==> src/rtl/alu_mc_pkg.sv <==
// Shared types for the multi-cycle ALU: opcodes, FSM states, flag layout
// and the even-parity helper.
package alu_mc_pkg;

   typedef enum logic [3:0] {
      OP_ADD  = 4'd0,
      OP_ADC  = 4'd1,
      OP_SUB  = 4'd2,
      OP_SBB  = 4'd3,
      OP_AND  = 4'd4,
      OP_OR   = 4'd5,
      OP_XOR  = 4'd6,
      OP_ANDN = 4'd7,
      OP_SHL  = 4'd8,
      OP_SHR  = 4'd9,
      OP_SAR  = 4'd10,
      OP_ROL  = 4'd11,
      OP_ROR  = 4'd12,
      OP_MULU = 4'd13,
      OP_DIVU = 4'd14
   } alu_op_t;

   typedef enum logic {
      IDLE = 1'b0,
      BUSY = 1'b1
   } alu_state_t;

   typedef struct packed {
      logic cf;
      logic zf;
      logic of;
      logic sf;
      logic pf;
   } flags_t;

   // Widest word the parity helper handles; narrower words are zero-extended,
   // which leaves the count of ones unchanged.
   localparam int PARITY_MAX_W = 64;

   // 1 when the number of set bits is even.
   function automatic logic parity_even(input logic [PARITY_MAX_W-1:0] v);
      return ~^v;
   endfunction

endpackage

==> src/rtl/alu_mc_iter.sv <==
// Iterative unsigned multiply (shift-add) / divide (restoring) engine.
// One step per cycle for WORD_WIDTH cycles after start; done is high in the
// last step cycle and res_hi/res_lo then carry the final (post-step) value.
module alu_mc_iter
   import alu_mc_pkg::*;
#(
   parameter int WORD_WIDTH = 16
)
(
   input  logic                  clk,
   input  logic                  srst,
   input  logic                  start,
   input  logic                  mode,      // 0: multiply, 1: divide
   input  logic [WORD_WIDTH-1:0] a,
   input  logic [WORD_WIDTH-1:0] b,
   output logic                  done,
   output logic [WORD_WIDTH-1:0] res_hi,
   output logic [WORD_WIDTH-1:0] res_lo
);

   localparam int CNT_W = $clog2(WORD_WIDTH) + 1;

   logic [CNT_W-1:0]      count_reg;
   logic                  mode_reg;
   logic [WORD_WIDTH-1:0] b_reg;
   logic [WORD_WIDTH-1:0] hi_reg, lo_reg;
   logic [WORD_WIDTH-1:0] hi_next, lo_next;
   logic [WORD_WIDTH:0]   mul_sum;
   logic [WORD_WIDTH:0]   div_trial;
   logic [WORD_WIDTH-1:0] div_diff;
   logic                  div_ge;

   // One datapath step: mul adds multiplicand on lo[0] then shifts the pair
   // right; div shifts the pair left and keeps the trial subtraction if it fits.
   always_comb begin
      mul_sum   = {1'b0, hi_reg} + (lo_reg[0] ? {1'b0, b_reg} : '0);
      div_trial = {hi_reg, lo_reg[WORD_WIDTH-1]};
      div_ge    = (div_trial >= {1'b0, b_reg});
      // When the trial fits, trial - b < b, so the low word holds it exactly.
      div_diff  = div_trial[WORD_WIDTH-1:0] - b_reg;
      hi_next   = hi_reg;
      lo_next   = lo_reg;
      if (mode_reg) begin
         hi_next = div_ge ? div_diff : div_trial[WORD_WIDTH-1:0];
         lo_next = {lo_reg[WORD_WIDTH-2:0], div_ge};
      end else begin
         {hi_next, lo_next} = {mul_sum, lo_reg[WORD_WIDTH-1:1]};
      end
   end

   // Operand capture on start, then step and count down to zero.
   always_ff @(posedge clk) begin
      if (srst) begin
         count_reg <= '0;
         mode_reg  <= 1'b0;
         b_reg     <= '0;
         hi_reg    <= '0;
         lo_reg    <= '0;
      end else if (start) begin
         count_reg <= CNT_W'(WORD_WIDTH);
         mode_reg  <= mode;
         b_reg     <= b;
         hi_reg    <= '0;
         lo_reg    <= a;
      end else if (count_reg != '0) begin
         count_reg <= count_reg - CNT_W'(1);
         hi_reg    <= hi_next;
         lo_reg    <= lo_next;
      end
   end

   assign done   = (count_reg == CNT_W'(1));
   assign res_hi = hi_next;
   assign res_lo = lo_next;

endmodule

==> src/rtl/alu_mc.sv <==
// Multi-cycle ALU core: valid/ready on both sides, registered single-cycle
// ops, iterative MULU/DIVU via alu_mc_iter, and the committed flag register.
module alu_mc
   import alu_mc_pkg::*;
#(
   parameter int WORD_WIDTH = 16
)
(
   input  logic                  clk_i,
   input  logic                  rst_i,
   input  logic                  valid_i,
   output logic                  ready_o,
   input  logic [3:0]            op_i,
   input  logic [WORD_WIDTH-1:0] a_i,
   input  logic [WORD_WIDTH-1:0] b_i,
   input  logic                  flag_we_i,
   output logic                  valid_o,
   input  logic                  ready_i,
   output logic [WORD_WIDTH-1:0] r_o,
   output logic [WORD_WIDTH-1:0] r_hi_o,
   output logic                  cf_o,
   output logic                  zf_o,
   output logic                  of_o,
   output logic                  sf_o,
   output logic                  pf_o
);

   localparam int SHAMT_W = $clog2(WORD_WIDTH);
   localparam int MSB     = WORD_WIDTH - 1;

   alu_op_t               op;
   alu_state_t            state_reg, state_next;
   logic                  ready;
   logic                  accept;
   logic                  is_muldiv;
   logic                  load_sc, load_it;

   logic                  valid_reg;
   logic [WORD_WIDTH-1:0] r_reg, r_hi_reg;
   flags_t                flags_reg;

   logic                  fwe_reg, div_reg, bzero_reg;
   logic                  iter_done;
   logic [WORD_WIDTH-1:0] iter_hi, iter_lo;
   flags_t                it_flags;

   logic [WORD_WIDTH:0]   sum, diff;
   logic                  cin, bin;
   logic [SHAMT_W-1:0]    amt;
   logic [SHAMT_W:0]      inv_amt;
   logic [WORD_WIDTH:0]   shl_full, shr_full, sar_full;
   logic [WORD_WIDTH-1:0] rol_res, ror_res;
   logic [WORD_WIDTH-1:0] sc_r;
   logic                  cf_n, of_n, sc_upd;
   flags_t                sc_flags;

   assign op        = alu_op_t'(op_i);
   assign is_muldiv = (op == OP_MULU) || (op == OP_DIVU);
   assign ready     = ~rst_i & (state_reg == IDLE) & (~valid_reg | ready_i);
   assign accept    = valid_i & ready;
   assign load_sc   = accept & ~is_muldiv;
   assign load_it   = (state_reg == BUSY) & iter_done;

   alu_mc_iter #(.WORD_WIDTH(WORD_WIDTH)) u_iter (
      .clk    (clk_i),
      .srst   (rst_i),
      .start  (accept & is_muldiv),
      .mode   (op == OP_DIVU),
      .a      (a_i),
      .b      (b_i),
      .done   (iter_done),
      .res_hi (iter_hi),
      .res_lo (iter_lo)
   );

   // State register.
   always_ff @(posedge clk_i) begin
      if (rst_i) state_reg <= IDLE;
      else       state_reg <= state_next;
   end

   // Next state: BUSY for the whole iterative run, back to IDLE on its last step.
   always_comb begin
      state_next = state_reg;
      case (state_reg)
         IDLE:    if (accept && is_muldiv) state_next = BUSY;
         BUSY:    if (iter_done)           state_next = IDLE;
         default: state_next = IDLE;
      endcase
   end

   // Single-cycle datapath; cf/of default to the committed values so shifts
   // by zero leave them alone.
   always_comb begin
      cin      = (op == OP_ADC) & flags_reg.cf;
      bin      = (op == OP_SBB) & flags_reg.cf;
      sum      = {1'b0, a_i} + {1'b0, b_i} + {{WORD_WIDTH{1'b0}}, cin};
      diff     = {1'b0, a_i} - {1'b0, b_i} - {{WORD_WIDTH{1'b0}}, bin};
      amt      = b_i[SHAMT_W-1:0];
      inv_amt  = (SHAMT_W+1)'(WORD_WIDTH) - {1'b0, amt};
      shl_full = {1'b0, a_i} << amt;
      shr_full = {a_i, 1'b0} >> amt;
      sar_full = $signed({a_i, 1'b0}) >>> amt;
      rol_res  = (a_i << amt) | (a_i >> inv_amt);
      ror_res  = (a_i >> amt) | (a_i << inv_amt);
      sc_r     = '0;
      cf_n     = flags_reg.cf;
      of_n     = flags_reg.of;
      sc_upd   = flag_we_i;
      case (op)
         OP_ADD, OP_ADC: begin
            sc_r = sum[MSB:0];
            cf_n = sum[WORD_WIDTH];
            of_n = (a_i[MSB] == b_i[MSB]) & (sum[MSB] != a_i[MSB]);
         end
         OP_SUB, OP_SBB: begin
            sc_r = diff[MSB:0];
            cf_n = diff[WORD_WIDTH];
            of_n = (a_i[MSB] != b_i[MSB]) & (diff[MSB] != a_i[MSB]);
         end
         OP_AND:  begin sc_r = a_i & b_i;  cf_n = 1'b0; of_n = 1'b0; end
         OP_OR:   begin sc_r = a_i | b_i;  cf_n = 1'b0; of_n = 1'b0; end
         OP_XOR:  begin sc_r = a_i ^ b_i;  cf_n = 1'b0; of_n = 1'b0; end
         OP_ANDN: begin sc_r = a_i & ~b_i; cf_n = 1'b0; of_n = 1'b0; end
         OP_SHL:  begin sc_r = shl_full[MSB:0];        cf_n = shl_full[WORD_WIDTH]; end
         OP_SHR:  begin sc_r = shr_full[WORD_WIDTH:1]; cf_n = shr_full[0]; end
         OP_SAR:  begin sc_r = sar_full[WORD_WIDTH:1]; cf_n = sar_full[0]; end
         OP_ROL:  begin sc_r = rol_res; cf_n = rol_res[0]; end
         OP_ROR:  begin sc_r = ror_res; cf_n = ror_res[MSB]; end
         default: sc_upd = 1'b0;
      endcase
      if (op inside {OP_SHL, OP_SHR, OP_SAR, OP_ROL, OP_ROR}) begin
         if (amt == '0) begin
            sc_r = a_i;
            cf_n = flags_reg.cf;
            of_n = flags_reg.of;
         end else begin
            of_n = (amt == SHAMT_W'(1)) ? (sc_r[MSB] ^ a_i[MSB]) : 1'b0;
         end
      end
      sc_flags.cf = cf_n;
      sc_flags.of = of_n;
      sc_flags.zf = (sc_r == '0);
      sc_flags.sf = sc_r[MSB];
      sc_flags.pf = parity_even(PARITY_MAX_W'(sc_r));
   end

   // Flags for the iterative result: carry/overflow mark a non-zero high
   // product word, or a divide by zero.
   always_comb begin
      it_flags.zf = (iter_lo == '0);
      it_flags.sf = iter_lo[MSB];
      it_flags.pf = parity_even(PARITY_MAX_W'(iter_lo));
      if (div_reg) begin
         it_flags.cf = 1'b0;
         it_flags.of = bzero_reg;
      end else begin
         it_flags.cf = |iter_hi;
         it_flags.of = |iter_hi;
      end
   end

   // Per-operation attributes of an iterative op, held until it completes.
   always_ff @(posedge clk_i) begin
      if (rst_i) begin
         fwe_reg   <= 1'b0;
         div_reg   <= 1'b0;
         bzero_reg <= 1'b0;
      end else if (accept && is_muldiv) begin
         fwe_reg   <= flag_we_i;
         div_reg   <= (op == OP_DIVU);
         bzero_reg <= (b_i == '0);
      end
   end

   // Output register and committed flags; results hold until the consumer
   // takes them, and a fresh load in the handshake edge keeps valid high.
   always_ff @(posedge clk_i) begin
      if (rst_i) begin
         valid_reg <= 1'b0;
         r_reg     <= '0;
         r_hi_reg  <= '0;
         flags_reg <= '0;
      end else if (load_sc) begin
         valid_reg <= 1'b1;
         r_reg     <= sc_r;
         r_hi_reg  <= '0;
         if (sc_upd) flags_reg <= sc_flags;
      end else if (load_it) begin
         valid_reg <= 1'b1;
         r_reg     <= iter_lo;
         r_hi_reg  <= iter_hi;
         if (fwe_reg) flags_reg <= it_flags;
      end else if (ready_i) begin
         valid_reg <= 1'b0;
      end
   end

   assign ready_o = ready;
   assign valid_o = valid_reg;
   assign r_o     = r_reg;
   assign r_hi_o  = r_hi_reg;
   assign cf_o    = flags_reg.cf;
   assign zf_o    = flags_reg.zf;
   assign of_o    = flags_reg.of;
   assign sf_o    = flags_reg.sf;
   assign pf_o    = flags_reg.pf;

endmodule

==> config.mk <==
export PLATFORM = sky130hd
export DESIGN_NAME = alu_mc
export DESIGN_NICKNAME = d
export VERILOG_FILES = /design/src/rtl/alu_mc_pkg.sv /design/src/rtl/alu_mc_iter.sv /design/src/rtl/alu_mc.sv
export SDC_FILE = /design/constraint.sdc
export NUM_CORES = 1
export LEC_CHECK = 0
export ABC_CLOCK_PERIOD_IN_PS = 5200
export BUFFER_PORTS_ARGS = -buffer_cell sky130_fd_sc_hd__buf_2
export CORE_MARGIN = 5
export CORE_UTILIZATION = 60
export CTS_BUF_LIST = sky130_fd_sc_hd__clkbuf_4
export DETAILED_ROUTE_END_ITERATION = 8
export GPL_TIMING_DRIVEN = 1
export HOLD_SLACK_MARGIN = 0.02
export PLACE_DENSITY = 0.8
export SYNTH_ARGS = -nofsm -noshare
export SYNTH_HDL_FRONTEND = slang
export SYNTH_SLANG_ARGS = --single-unit
==> constraint.sdc <==
create_clock -name clk_i -period 5.2 [get_ports clk_i]
set_clock_uncertainty 0.1 [all_clocks]
set_input_delay 0 -clock clk_i [delete_from_list [all_inputs] [get_ports clk_i]]
set_output_delay 0 -clock clk_i [all_outputs]
set_load 0.005 [all_outputs]
==> results of run 1 <==
## per-stage QoR
step | util | worst slack [ns] | instances | total power, mW
CTS | 0.673 | 0.474 | 2075 | 5.11
global placement | 0.640 | 0.579 | 2009 | 4.45
finish | 0.674 | 0.414 | 2076 | 5.27
global route | 0.674 | 0.123 | 2076 | 5.60
floorplan | - | 0.662 | 1730 | 3.59
detailed placement | 0.640 | 0.471 | 2009 | 4.52
## area by class of cell
type                            instances  area share
Multi-Input combinational cell       1425       0.702
Timing Repair Buffer                  182      0.0963
Clock inverter                          7     0.00755
Antenna cell                            1    0.000184
Inverter                               87      0.0240
Clock buffer                            9     0.00497
Tap cell                              270      0.0249
Sequential cell                        95       0.140
## power groups by stage
stage	combinational, mW	clock, mW	sequential [mW]
finish	3.70	0.500	1.06
floorplan	2.61	0	0.986
detailed placement	3.45	0	1.06
global route	3.99	0.532	1.07
CTS	3.56	0.499	1.05
global placement	3.39	0	1.06
## final timing paths
check                  from              end  slack [ns]  depth (start not counted)
setup / recovery    op_i[2]             pf_o        0.41                         22
hold / removal       b_i[3]  u_iter.b_reg[3]        0.08                          4
setup reg to reg       cf_o             pf_o        0.52                         19
hold reg to reg   r_hi_o[6]        r_hi_o[6]        0.37                          2
## metal layers
metal	vias up	routed length (microns)	part of all wire
li1	6439	-	-
met1	6587	18600	0.36
met2	1148	22000	0.43
met3	250	6760	0.13
met4	2	3590	0.070
met5	-	20	0.00039
## cell families after synthesis
| kind of cell | after synthesis |
|---|---|
| AND/OR/NAND/NOR | 629 |
| AO/OA/AOI/OAI | 533 |
| buffers and inverters | 210 |
| adder cells (fa/ha/maj) | 122 |
| flip-flops | 95 |
| multiplexers | 80 |
| XOR/XNOR | 61 |
## placed cells by master (no fill, tap or decap), types with 11 or more instances in the layout
cell           netlist  final
inv_1               84     84
xnor2_1             46     46
a21oi_1            142    142
nand2b_1            15     15
mux2i_1             47     47
o21a_1              12     12
o211ai_1            34     34
nor4_1              11     11
and2_1              22     22
a211oi_1            60     60
nor2b_1             19     19
nor2_1             178    177
nand4_1             24     24
o22ai_1             19     19
a21o_1              13     13
nand2_1            240    239
o21ai_0            115    113
ha_1               116    116
nand3_1             33     33
dlygate4sd3_1        0     50
a311oi_1            11     11
o221ai_1            19     19
dfxtp_1             95     94
mux4_2              23     23
a31oi_1             21     21
buf_2               12     78
nor3_1              48     48
xor2_1              15     14
buf_4                0     53
## repair_timing
action	in CTS	in global routing
endpoints found under the setup margin	0	1
gates resized for setup	0	1
endpoints found under the hold margin	51	0
buffers inserted	0	0
hold buffers	50	0
## worst max-delay path: cells and delay by family
family,cells,cell delay [ns]
AO/OA/AOI/OAI,8,1.60
adder cells (fa/ha/maj),3,1.07
XOR/XNOR,3,0.45
buffers and inverters,3,0.80
AND/OR/NAND/NOR,5,1.23
==> impl.org, run 1 <==
** Synth
- In this run, distinct cell masters in the synthesized netlist total 77.
- Measured against the total synthesized area, the mux share comes to 0.0900.
- Post-synthesis sequential element count :: 95
- Area share of and/or/nand/nor cells after synthesis :: 0.233
- Fraction of synthesis flops using an asynchronous set or reset pin :: 0
- The compound-gate portion of the synthesized area is 0.283.
- Post-Synthesis Cell Area :: 12200 sq um
- Summed over all instances, the cell type with the most area after synthesis is dfxtp_1.
- Most used DFF post-synth :: dfxtp_1
- nand2_1 is the most common cell in the netlist.
- For this run, the register share of the synthesized area comes to 0.155.
- Number of synthesized flops with an enable pin :: 0
- In the synthesized netlist, the cells that appear most often are 240 x nand2_1, 178 x nor2_1, 142 x a21oi_1.
- Area fraction of the dominant cell type after synthesis :: 0.155
- Dividing the synthesized area by the synthesized cell count gives 7.07 sq um.
- Synth top area cells :: dfxtp_1 16%, ha_1 12%, nand2_1 7.4%
- Of the total synthesized cell area, the portion taken by full adders, half adders and majority gates is 0.128.
- Of the total synthesized cell area, the portion taken by XOR and XNOR cells is 0.0437.
- Combinational family with the most area after synthesis :: compound AO/OA/AOI/OAI gates
- The cell count after synthesis came out at 1730.
- Count of synthesis-stage warnings from yosys :: 0
- Synthesized net count :: 1893

** Clocking
- Number of sinks on the clock net :: 95
- Clock tree synthesis inserted a total of 9 buffers.
- After clock tree synthesis, the clock-pin slew on the worst setup and hold paths is 0.21 ns.
- The longest clock path from root to sink contains 2 buffers.
- At the later pin of the worst-skew pair, clock insertion delay measures 0.53 ns.
- TritonCTS clock tree :: built
- Deepest level of the CTS H-tree :: 3
- Clock root buffer :: clkbuf_4

** Die
- CORE AREA :: 20200 sq um
- The initialized floorplan defines 52 standard-cell rows.
- The die covers 23300 sq um.
- Vertical die dimension :: 153 microns
- Number of ports placed on the die boundary :: 80
- In this run the horizontal extent of the chip is 153 microns.
- For this configuration, the core starts out at a cell density of 0.606.

** Place
- Once detailed placement completed, the half-perimeter wirelength came to 37700 microns.
- Input and output buffers added on the ports amount to 79.
- Final weighted congestion in routability-driven placement :: 1.13
- The placed instances occupy a cell area of 12900 sq um.

** Layout
- The multi-input combinational cells in the finished layout cover a total of 9540 sq um.
- Cell area after layout :: 13600 sq um
- Ratio of cells with drive above 1 in the final layout :: 0.114
- The sequential cells in the finished layout cover a total of 1900 sq um.
- Net total in the final layout :: 1963
- The filler cells instantiated in the layout total 1772.
- From synthesis to final layout, the design area changed by 11.1%.

** Global routing
- Global routing finished with a remaining overflow of 0.
- GRT Util Overall :: 0.421
- In the global route stage, met2 resource usage came out at 0.654.
- Wire length of the first global-routing pass :: 79000 microns
- The via count of the first global-routing pass is 13.6k.
- Entering global routing, the biggest net connects 72 pins.
- For this run, global-route usage on met1 was measured as 0.530.
- Initial antenna violation count :: 2
- Most congested layer reported by global routing :: met2
- Met3 track demand over resource :: 0.111

** Setup path
- Max Fanout on Critical Path :: 12
- At the worst endpoint, the required time is 5.57 ns.
- For this run, the slowest stage of the critical path takes 0.62 ns.
- The slowest stage of the critical path is the or4b_2 cell.
- Critical Path, Cell by Cell :: dlygate4sd3_1, buf_2, nor2_1, nand4_1, fa_1, inv_1, ha_1, o21ai_1, a211oi_1, a22o_1, a21oi_1, nor2_1, or4b_2, a21oi_1, o32ai_1, ha_1, xor2_1, xnor2_1, xnor2_1, nor2_1, a21oi_1, a211oi_1
- The worst setup path is of the in -> reg kind.
- Worst Setup End Kind :: register
- CP arrival :: 5.15 ns
- Kind of start point of the critical path :: input pin

** Power and ir drop
- Total power divided by cell area :: 388 nW/um^2
- Portion of total power attributed to the clock network :: 0.095
- Total net switching power :: 2.75 mW
- Of the total power, the share spent switching nets is 0.522.
- The internal power of the cells totals 2.52 mW.
- Of the total power, combinational logic draws 0.703.
- Sequential cell fraction of total power :: 0.202
- Total leakage power :: 5.54 nW
- Peak supply drop :: 0.000334 V

** Min path
- Class of the most critical hold timing path :: in -> reg

** STA
- Post-Route Hold Slack :: 0.0778 ns
- For the final routed database, the setup TNS stands at 0 ns.
- The final number of hold-violating endpoints is 0.
- Final period demand of the worst path :: 4.79 ns
- Fmax achieved :: 209 MHz
- Dividing the final minimum period by the clock period gives 0.920.
- Setup violations remaining at the end of the flow were counted as 0.
- Worst slew margin relative to its limit :: 0.227
- Setup repair after global routing left no endpoint under its margin.
- The total count of max-transition violations in the final report is 0.
- Slew at the pin closest to its max-slew limit :: 1.16 ns

** Route
- The pre-antenna-repair detailed-routing pass consisted of 7 iterations.
- In the final routed layout, each cell accounts on average for 24.5 microns.
- In the routed design, unresolved DRC markers number 0.
- After the first detailed-routing iteration, the DRC count stood at 1963.
- After detailed routing, the total wire length is 50900 microns.
- Dividing the detail-routed via count by the number of cells gives 6.95.
- Via count :: 14.4k
- Antenna Violating Nets Remaining :: 0

** Run status
- The run finished with clean final reports.

** Run
- Max Cap Viol :: 0
Power figures use the tool's default switching activity.
==> inputs of run 2 (changes only) <==
--- a/config.mk
+++ b/config.mk
@@ -5,15 +5,15 @@
 export SDC_FILE = /design/constraint.sdc
 export NUM_CORES = 1
 export LEC_CHECK = 0
-export ABC_CLOCK_PERIOD_IN_PS = 5200
+export ABC_CLOCK_PERIOD_IN_PS = 4300
 export BUFFER_PORTS_ARGS = -buffer_cell sky130_fd_sc_hd__buf_2
 export CORE_MARGIN = 5
-export CORE_UTILIZATION = 60
+export CORE_UTILIZATION = 25
 export CTS_BUF_LIST = sky130_fd_sc_hd__clkbuf_4
 export DETAILED_ROUTE_END_ITERATION = 8
 export GPL_TIMING_DRIVEN = 1
 export HOLD_SLACK_MARGIN = 0.02
-export PLACE_DENSITY = 0.8
+export PLACE_DENSITY = 0.42
 export SYNTH_ARGS = -nofsm -noshare
 export SYNTH_HDL_FRONTEND = slang
 export SYNTH_SLANG_ARGS = --single-unit
==> constraint.sdc (replaced) <==
create_clock -name clk_i -period 4.3 [get_ports clk_i]
set_clock_uncertainty 0.1 [all_clocks]
set_input_delay 0 -clock clk_i [delete_from_list [all_inputs] [get_ports clk_i]]
set_output_delay 0 -clock clk_i [all_outputs]
set_load 0.005 [all_outputs]
==> run 2 against run 1 <==
Compared with the run above: cell count rose by 27%; sequential cell count did not move; via count fell by 1.0%; setup slack got worse by 0.34 ns; die area rose by 130%; utilization fell by 35 points; sequential share of layout area fell by 1.8 points; count of clock-buffer cells in the layout rose by 1; first-iteration DRC count fell by 41%; largest power group unchanged.
==> impl.org, run 2 (synthesized netlist as in run 1, its figures left out) <==
** Run status
- The run finished with clean final reports.

** Clocking
- TritonCTS clock tree :: built
- CTS placed an instance of clkbuf_4 at the clock tree root.
- Number of sinks on the clock net :: 95 (unchanged)
- Max clock buf depth :: 2 (unchanged)
- Deepest level of the CTS H-tree :: 3 (unchanged)
- The clock insertion delay at the later pin of the skew report came to 0.53 ns (about the same).
- Clock input transition at the sequential cells of the worst setup and hold paths :: 0.16 ns (-0.05 ns)
- The number of buffers added by the clock tree synthesis step was 9 (unchanged).

** Setup path
- The total buffers and inverters traversed by the critical path was 2 (-1).
- The worst endpoint required time was 4.58 ns (-0.99 ns).
- Setup CP Type :: reg -> reg
- The kind of cell with the highest combined delay along the critical path is compound AO/OA/AOI/OAI gates.
- For this design, the slowest cell found on the critical path is fa_2.
- Max Fanout on Critical Path :: 2 (-10)
- The biggest cell delay along the critical path came to 0.54 ns (-0.08 ns).
- The depth of the worst register-to-register path was 20 (+1).
- Traced cell by cell, the critical path runs through nand4_1, buf_4, fa_2, inv_1, ha_1, o21ai_2, a211oi_2, a22o_1, a21oi_2, nor2_1, or4b_4, a21oi_2, o32ai_2, ha_1, xor2_1, xnor2_1, xnor2_1, nor2_1, a21oi_1, a211oi_1.
- The number of gates on the worst path with buffers counted came to 20 (-9.1%).
- STA classifies the critical path startpoint as a register.
- CP arrival :: 4.50 ns (-0.65 ns)
- STA classifies the critical path endpoint as a register.

** Power and ir drop
- The post-layout total power is 6.56 mW (+25%).
- Peak supply drop :: 0.000283 V (-15%)
- Total leakage power :: 6.56 nW (+18%)
- The power per unit of standard cell area came to 419 nW/um^2 (+8.2%).

** Route
- DRC violation count after routing :: 0 (unchanged)
- The final antenna-violating net count is 0 (unchanged).
- The overall via count from detail_route is 14.3k (-1.0%).
- Average detailed-routed wire length per instance :: 22.0 microns (-10%)
- The number of search-and-repair iterations in the first detailed-routing pass is 5 (-2).
- The routed wire length came to 57900 microns (+14%).
- The number of DRC violations after detailed-routing iteration 0 came to 1154 (-41%).
- The post-detailed-route via-to-cell ratio came to 5.43 (-22%).

** Die
- The core area came to 48600 sq um (+140%).
- The die outline width is 231 microns (+51%).
- Number of rows created at floorplan :: 81 (+56%)
- Vertical die dimension :: 231 microns (+51%)
- The number of top-level design ports is 80 (unchanged).
- Starting Density :: 0.251 (-0.355)
- Die area :: 53400 sq um (+130%)

** Place
- The number of port buffers is 79 (unchanged).
- Number of cells in the design after placement :: 2542 (+27%)
- The worst slack at placement came to -0.322 ns (-0.793 ns).
- The final estimated routing congestion in global placement was 0.957 (-15%).
- The HPWL after detailed placement came to 45900 microns (+22%).
- Placed instance area :: 14700 sq um (+14%)

** Global routing
- Pin count of the biggest net entering global routing :: 72 (unchanged)
- Overflow left after global routing :: 0 (unchanged)
- The global-route wire length before repair is 87000 microns (+10%).
- Initial antenna violation count :: 1 (-1)
- The via count of the first global-routing pass came to 14.0k (+2.5%).
- GRT Util Overall :: 0.211 (-0.210)

** STA
- Post-Route Hold Slack :: 0.125 ns (+0.0473 ns)
- The final number of hold-violating endpoints came to 0 (unchanged).
- Final worst path period share :: 0.982
- Setup repair after global routing missed its margin :: true
- Setup violations, final :: 0 (unchanged)
- Subtracting the final worst setup slack from the clock period gives 4.22 ns.
- Derived from the worst setup path, the maximum achievable clock frequency is 237 MHz.
- Setup slack of the critical path after layout :: 0.0768 ns (-0.337 ns)
- Slew at the pin closest to its max-slew limit :: 1.14 ns (-0.0159 ns)
- Worst slew margin relative to its limit :: 0.238 (+0.0113)
- The total count of max-transition violations in the final report is 0 (unchanged).

** Min path
- Class of the most critical hold timing path :: in -> reg
- Min-Delay Path Depth :: 5 (+1)

** Layout
- In the layout the commonest cells are 239 x nand2_1, 234 x buf_4, 177 x nor2_1, 138 x a21oi_1, 115 x ha_1.
- Commonest non-fill, non-tap cell in the layout :: nand2_1
- Filler-free cell count of the finished design :: 2628 (+27%)
- Net total in the final layout :: 2163 (+10%)
- The share of post-route cells with drive strength above 1 is 0.205 (+0.0919).
- Compared with the post-synthesis result, the final layout area differs by 28.0%.
- Cell area after layout :: 15700 sq um (+15%)

** Run
- The total of max-cap violations is 0 (unchanged).
-- run 2: cell count changes in the layout (fill, tap and decap cells not counted), moves of 4 or more --
cell           before  now
dlygate4sd3_1      50   67
a21oi_2             0    4
a21oi_1           142  138
o21ai_0           113  107
o21ai_2             1    5
buf_4              53  234
-- run 2: per-stage QoR --
| stage | utilization | setup TNS [ns] |
|---|---|---|
| 5_1_grt | 0.322 | -0.176 |
| 4_1_cts | 0.321 | 0 |
| 3_3_place_gp | 0.303 | -0.336 |
| 6_report | 0.322 | 0 |
| 2_1_floorplan | - | 0 |
| 3_5_place_dp | 0.303 | -0.322 |
-- run 2: path summary, 6_finish.rpt --
path	from	end	slack [ns]
max	cf_o	pf_o	0.08
min	b_i[2]	u_iter.b_reg[2]	0.13
max reg2reg	cf_o	pf_o	0.08
min reg2reg	r_hi_o[2]	r_hi_o[2]	0.37
-- run 2: area by class of cell --
class / count / area [sq um]
fillers: 5386 / 33000
multi-input cells: 1425 / 9650
repair buffers: 382 / 2880
flip-flops and latches: 95 / 1910
well taps: 622 / 778
inverters: 87 / 330
clock buffers: 10 / 75.1
clock inverters: 6 / 43.8
diodes: 1 / 2.50
-- run 2: repair_timing --
| item | 4_1_cts | 5_1_grt |
|---|---|---|
| hold buffers | 67 | 0 |
| endpoints found under the setup margin | 1 | 4 |
| gates cloned | 0 | 0 |
| resized for setup | 16 | 15 |
| endpoints found under the hold margin | 55 | 0 |
| setup buffers | 2 | 0 |
| pin swaps | 16 | 5 |
-- run 2: per-layer routing --
layer	part of all wire	track usage	vias up
met4	0.049	0.0927	0
met2	0.45	0.340	514
met3	0.054	0.0267	119
met5	0	0	-
li1	-	-	6849
met1	0.44	0.284	6796
-- run 2: worst register-to-register path: stages, from the launching register on --
cell      delay (ns)
dfxtp_2         0.36
nand4_1         0.07
buf_4           0.18
fa_2            0.54
inv_1           0.04
ha_1            0.18
o21ai_2         0.16
a211oi_2        0.11
a22o_1          0.21
a21oi_2         0.21
nor2_1          0.10
or4b_4          0.49
a21oi_2         0.16
o32ai_2         0.12
ha_1            0.31
xor2_1          0.17
xnor2_1         0.16
xnor2_1         0.14
nor2_1          0.06
a21oi_1         0.12
a211oi_1        0.08
-- run 2: power by group --
group	internal, mW	switching [mW]
clock network	0.130	0.350
logic	2.13	2.72
registers	1.06	0.178
==> inputs of run 3 (changes only) <==
--- a/config.mk
+++ b/config.mk
@@ -13,7 +13,7 @@
 export DETAILED_ROUTE_END_ITERATION = 8
 export GPL_TIMING_DRIVEN = 1
 export HOLD_SLACK_MARGIN = 0.02
-export PLACE_DENSITY = 0.42
+export PLACE_DENSITY_LB_ADDON = 0.15
 export SYNTH_ARGS = -nofsm -noshare
 export SYNTH_HDL_FRONTEND = slang
 export SYNTH_SLANG_ARGS = --single-unit
==> run 3 against run 2 <==
Compared with the run above: first-iteration DRC count down 15%; utilization up 0.095 points; cell count hardly changed; critical endpoint unchanged; global-route usage about the same; total power increased by 0.26%; count of clock-buffer cells in the layout fell by 1; critical path type unchanged; hold slack lost 0.0087 ns; sequential cell count unchanged; cell area up 0.30%; sequential power about the same; routed wire length rose by 0.50%.
==> impl.org, run 3 (synthesized netlist as in run 1, its figures left out) <==
** Die
- The die outline width came to 231 microns (unchanged).
- The number of top-level design ports came to 80 (unchanged).
- The initial standard-cell utilization of the core came to 0.251 (unchanged).
- The floorplan row count was 81 (unchanged).
- Die area :: 53400 sq um (unchanged)
- The core area is 48600 sq um (unchanged).
- The die span in y came to 231 microns (unchanged).

** Setup path
- Flop-to-flop setup slack :: 0.05 ns (-0.03 ns)
- Max Fanout on Critical Path :: 2 (unchanged)
- Worst EP required :: 4.59 ns (about the same)
- STA classifies the critical path startpoint as a register.
- Worst Setup End Kind :: register
- The critical path is of the reg -> reg type.
- The worst endpoint data arrival time is 4.54 ns (+0.04 ns).

** Layout
- Commonest non-fill, non-tap cell in the layout :: buf_4
- The post-layout net count was 2160 (-0.14%).
- The share of post-route cells with drive strength above 1 is 0.215 (+0.00980).
- In the layout the commonest cells are 243 x buf_4, 239 x nand2_1, 177 x nor2_1, 137 x a21oi_1, 115 x ha_1.
- Area growth, synth to finish :: 28.4%

** STA
- The final worst slack is 0.0487 ns (-0.0281 ns).
- The top achievable clock speed was 235 MHz (-0.66%).
- The total count of max-transition violations in the final report came to 0 (unchanged).
- Final Hold Fails :: 0 (unchanged)
- Final period demand of the worst path :: 4.25 ns (+0.0281 ns)
- Slew at the pin closest to its max-slew limit :: 1.12 ns (-0.0174 ns)
- The remaining max-slew budget at the tightest pin came to 0.249 (+0.0111).
- Final worst path period share :: 0.989 (+0.00655)
- Setup violations, final :: 0 (unchanged)
- Setup repair after global routing could not meet its margin everywhere.

** Power and ir drop
- The sequential share of power came to 0.189 (about the same).
- The combinational fraction of design power was 0.740 (about the same).
- Total net switching power :: 3.30 mW (+1.7%)
- Total power divided by cell area :: 419 nW/um^2 (about the same)
- Internal power consumption :: 3.28 mW (-1.1%)
- The maximum vdd drop was 0.000283 V (+0.20%).
- The post-layout total power was 6.58 mW (+0.26%).
- The switching part of the total power came to 0.501 (+0.00701).
- Portion of total power attributed to the clock network :: 0.072 (about the same)
- The leakage power summed over all cells is 6.55 nW (-0.17%).

** Clocking
- Max clock buf depth :: 2 (unchanged)
- TritonCTS built the clock tree.
- The clock transition at the registers of the reported paths came to 0.16 ns (about the same).
- Clock root buffer :: clkbuf_4
- The number of buffers added by the clock tree synthesis step is 9 (unchanged).
- The number of levels in the clock H-tree is 3 (unchanged).
- The total number of clock tree sinks was 95 (unchanged).
- The clock insertion delay at the later pin of the skew report was 0.54 ns (about the same).

** Route
- DRC violation count after routing :: 0 (unchanged)
- Average detailed-routed wire length per instance :: 22.2 microns (+0.53%)
- The routed wire length is 58200 microns (+0.50%).
- Via count :: 14.3k (+0.091%)
- The number of search-and-repair iterations in the first detailed-routing pass was 5 (unchanged).
- The post-detailed-route via-to-cell ratio is 5.44 (+0.13%).
- The number of DRC violations after detailed-routing iteration 0 is 981 (-15%).
- The final antenna-violating net count came to 0 (unchanged).

** Place
- The number of port buffers came to 79 (unchanged).
- Pre-CTS setup slack :: -0.430 ns (-0.108 ns)
- Final weighted congestion in routability-driven placement :: 0.944 (-1.3%)
- Detailed Place HPWL :: 46000 microns (+0.22%)

** Min path
- The tightest min-delay check is of the in -> reg type.

** Global routing
- The total overflow reported by the global router was 0 (unchanged).
- Pin count of the biggest net entering global routing :: 63 (-13%)
- GRT Util Overall :: 0.211 (about the same)
- Initial antenna violation count :: 1 (unchanged)
- Number of global-route vias before repair :: 13.9k (-0.59%)
- Wire length of the first global-routing pass :: 87300 microns (+0.35%)

** Run status
- Result of the run :: completed

** Run
- The total of max-cap violations was 0 (unchanged).
==> run 3: cell types whose count changed in the layout (fill, tap and decap cells not counted), moves of 2 or more <==
cell / previous run / this run
buf_4: 234 / 243
buf_12: 3 / 5
o21ai_0: 107 / 109
o21ai_2: 5 / 2
dlygate4sd3_1: 67 / 52
a2111oi_2: 0 / 2
diode_2: 1 / 3
==> run 3: what timing repair did <==
item / in CTS / in global routing
gates cloned: 0 / 0
hold endpoints to repair: 54 / 0
pin swaps: 12 / 26
hold buffers: 52 / 0
gates resized for setup: 16 / 28
setup buffers: 2 / 4
endpoints found under the setup margin: 2 / 4
==> run 3: power by group through the flow <==
stage | combinational (mW) | sequential [mW] | clock (mW)
5_1_grt | 5.31 | 1.27 | 0.532
6_report | 4.87 | 1.24 | 0.471
3_3_place_gp | 4.69 | 1.26 | 0
4_1_cts | 4.77 | 1.24 | 0.506
2_1_floorplan | 3.15 | 1.19 | 0
3_5_place_dp | 4.68 | 1.26 | 0
==> run 3: final cells by class <==
type                       instances  area (sq um)
fill                            5345         32900
multi-input combinational       1425          9720
timing repair buffer             379          2850
sequential                        95          1910
tap                              622           778
inverter                          87           330
clock buffer                       9          67.6
clock inverter                     7          46.3
antenna                            3          7.51
==> run 3: final timing paths <==
check,cells after the start,from,end
worst max register to register,20,cf_o,pf_o
worst min-delay path,4,a_i[0],u_iter.lo_reg[0]
worst max-delay path,20,cf_o,pf_o
worst min register to register,2,r_hi_o[12],r_hi_o[12]
==> run 3: through the flow <==
stage | std cells | hold WS [ns] | util | setup TNS, ns | cell area, sq um
finish | 2627 | 0.116 | 0.323 | 0 | 15700
global route | 2625 | 0.0487 | 0.323 | -0.224 | 15700
CTS | 2620 | 0.0585 | 0.320 | -0.0296 | 15500
detailed placement | 2551 | 0.194 | 0.305 | -0.430 | 14800
global placement | 2551 | 0.188 | 0.305 | -0.435 | 14800
floorplan | 1730 | 0.0360 | - | 0 | 12200
==> run 3: layer usage <==
layer / share of wire / vias up / track usage
met2: 0.47 / 471 / 0.350
met4: 0.032 / 0 / 0.0630
met3: 0.053 / 86 / 0.0303
met1: 0.45 / 6903 / 0.285
met5: 0 / - / 0
li1: - / 6831 / -
==> run 3: worst max-delay path: stages (launching register included) <==
cell and delay, ns:
dfxtp_2 0.37, nand4_1 0.09, buf_6 0.16, fa_2 0.55, inv_2 0.05, ha_4 0.15, o21ai_4 0.16, a211oi_2 0.11
a22o_1 0.21, a21oi_2 0.20, nor2_1 0.08, or4b_4 0.50, a21oi_4 0.14, o32ai_2 0.12, ha_1 0.35, xor2_2 0.16
xnor2_1 0.19, xnor2_1 0.14, nor2_1 0.06, a21oi_1 0.13, a211oi_1 0.08
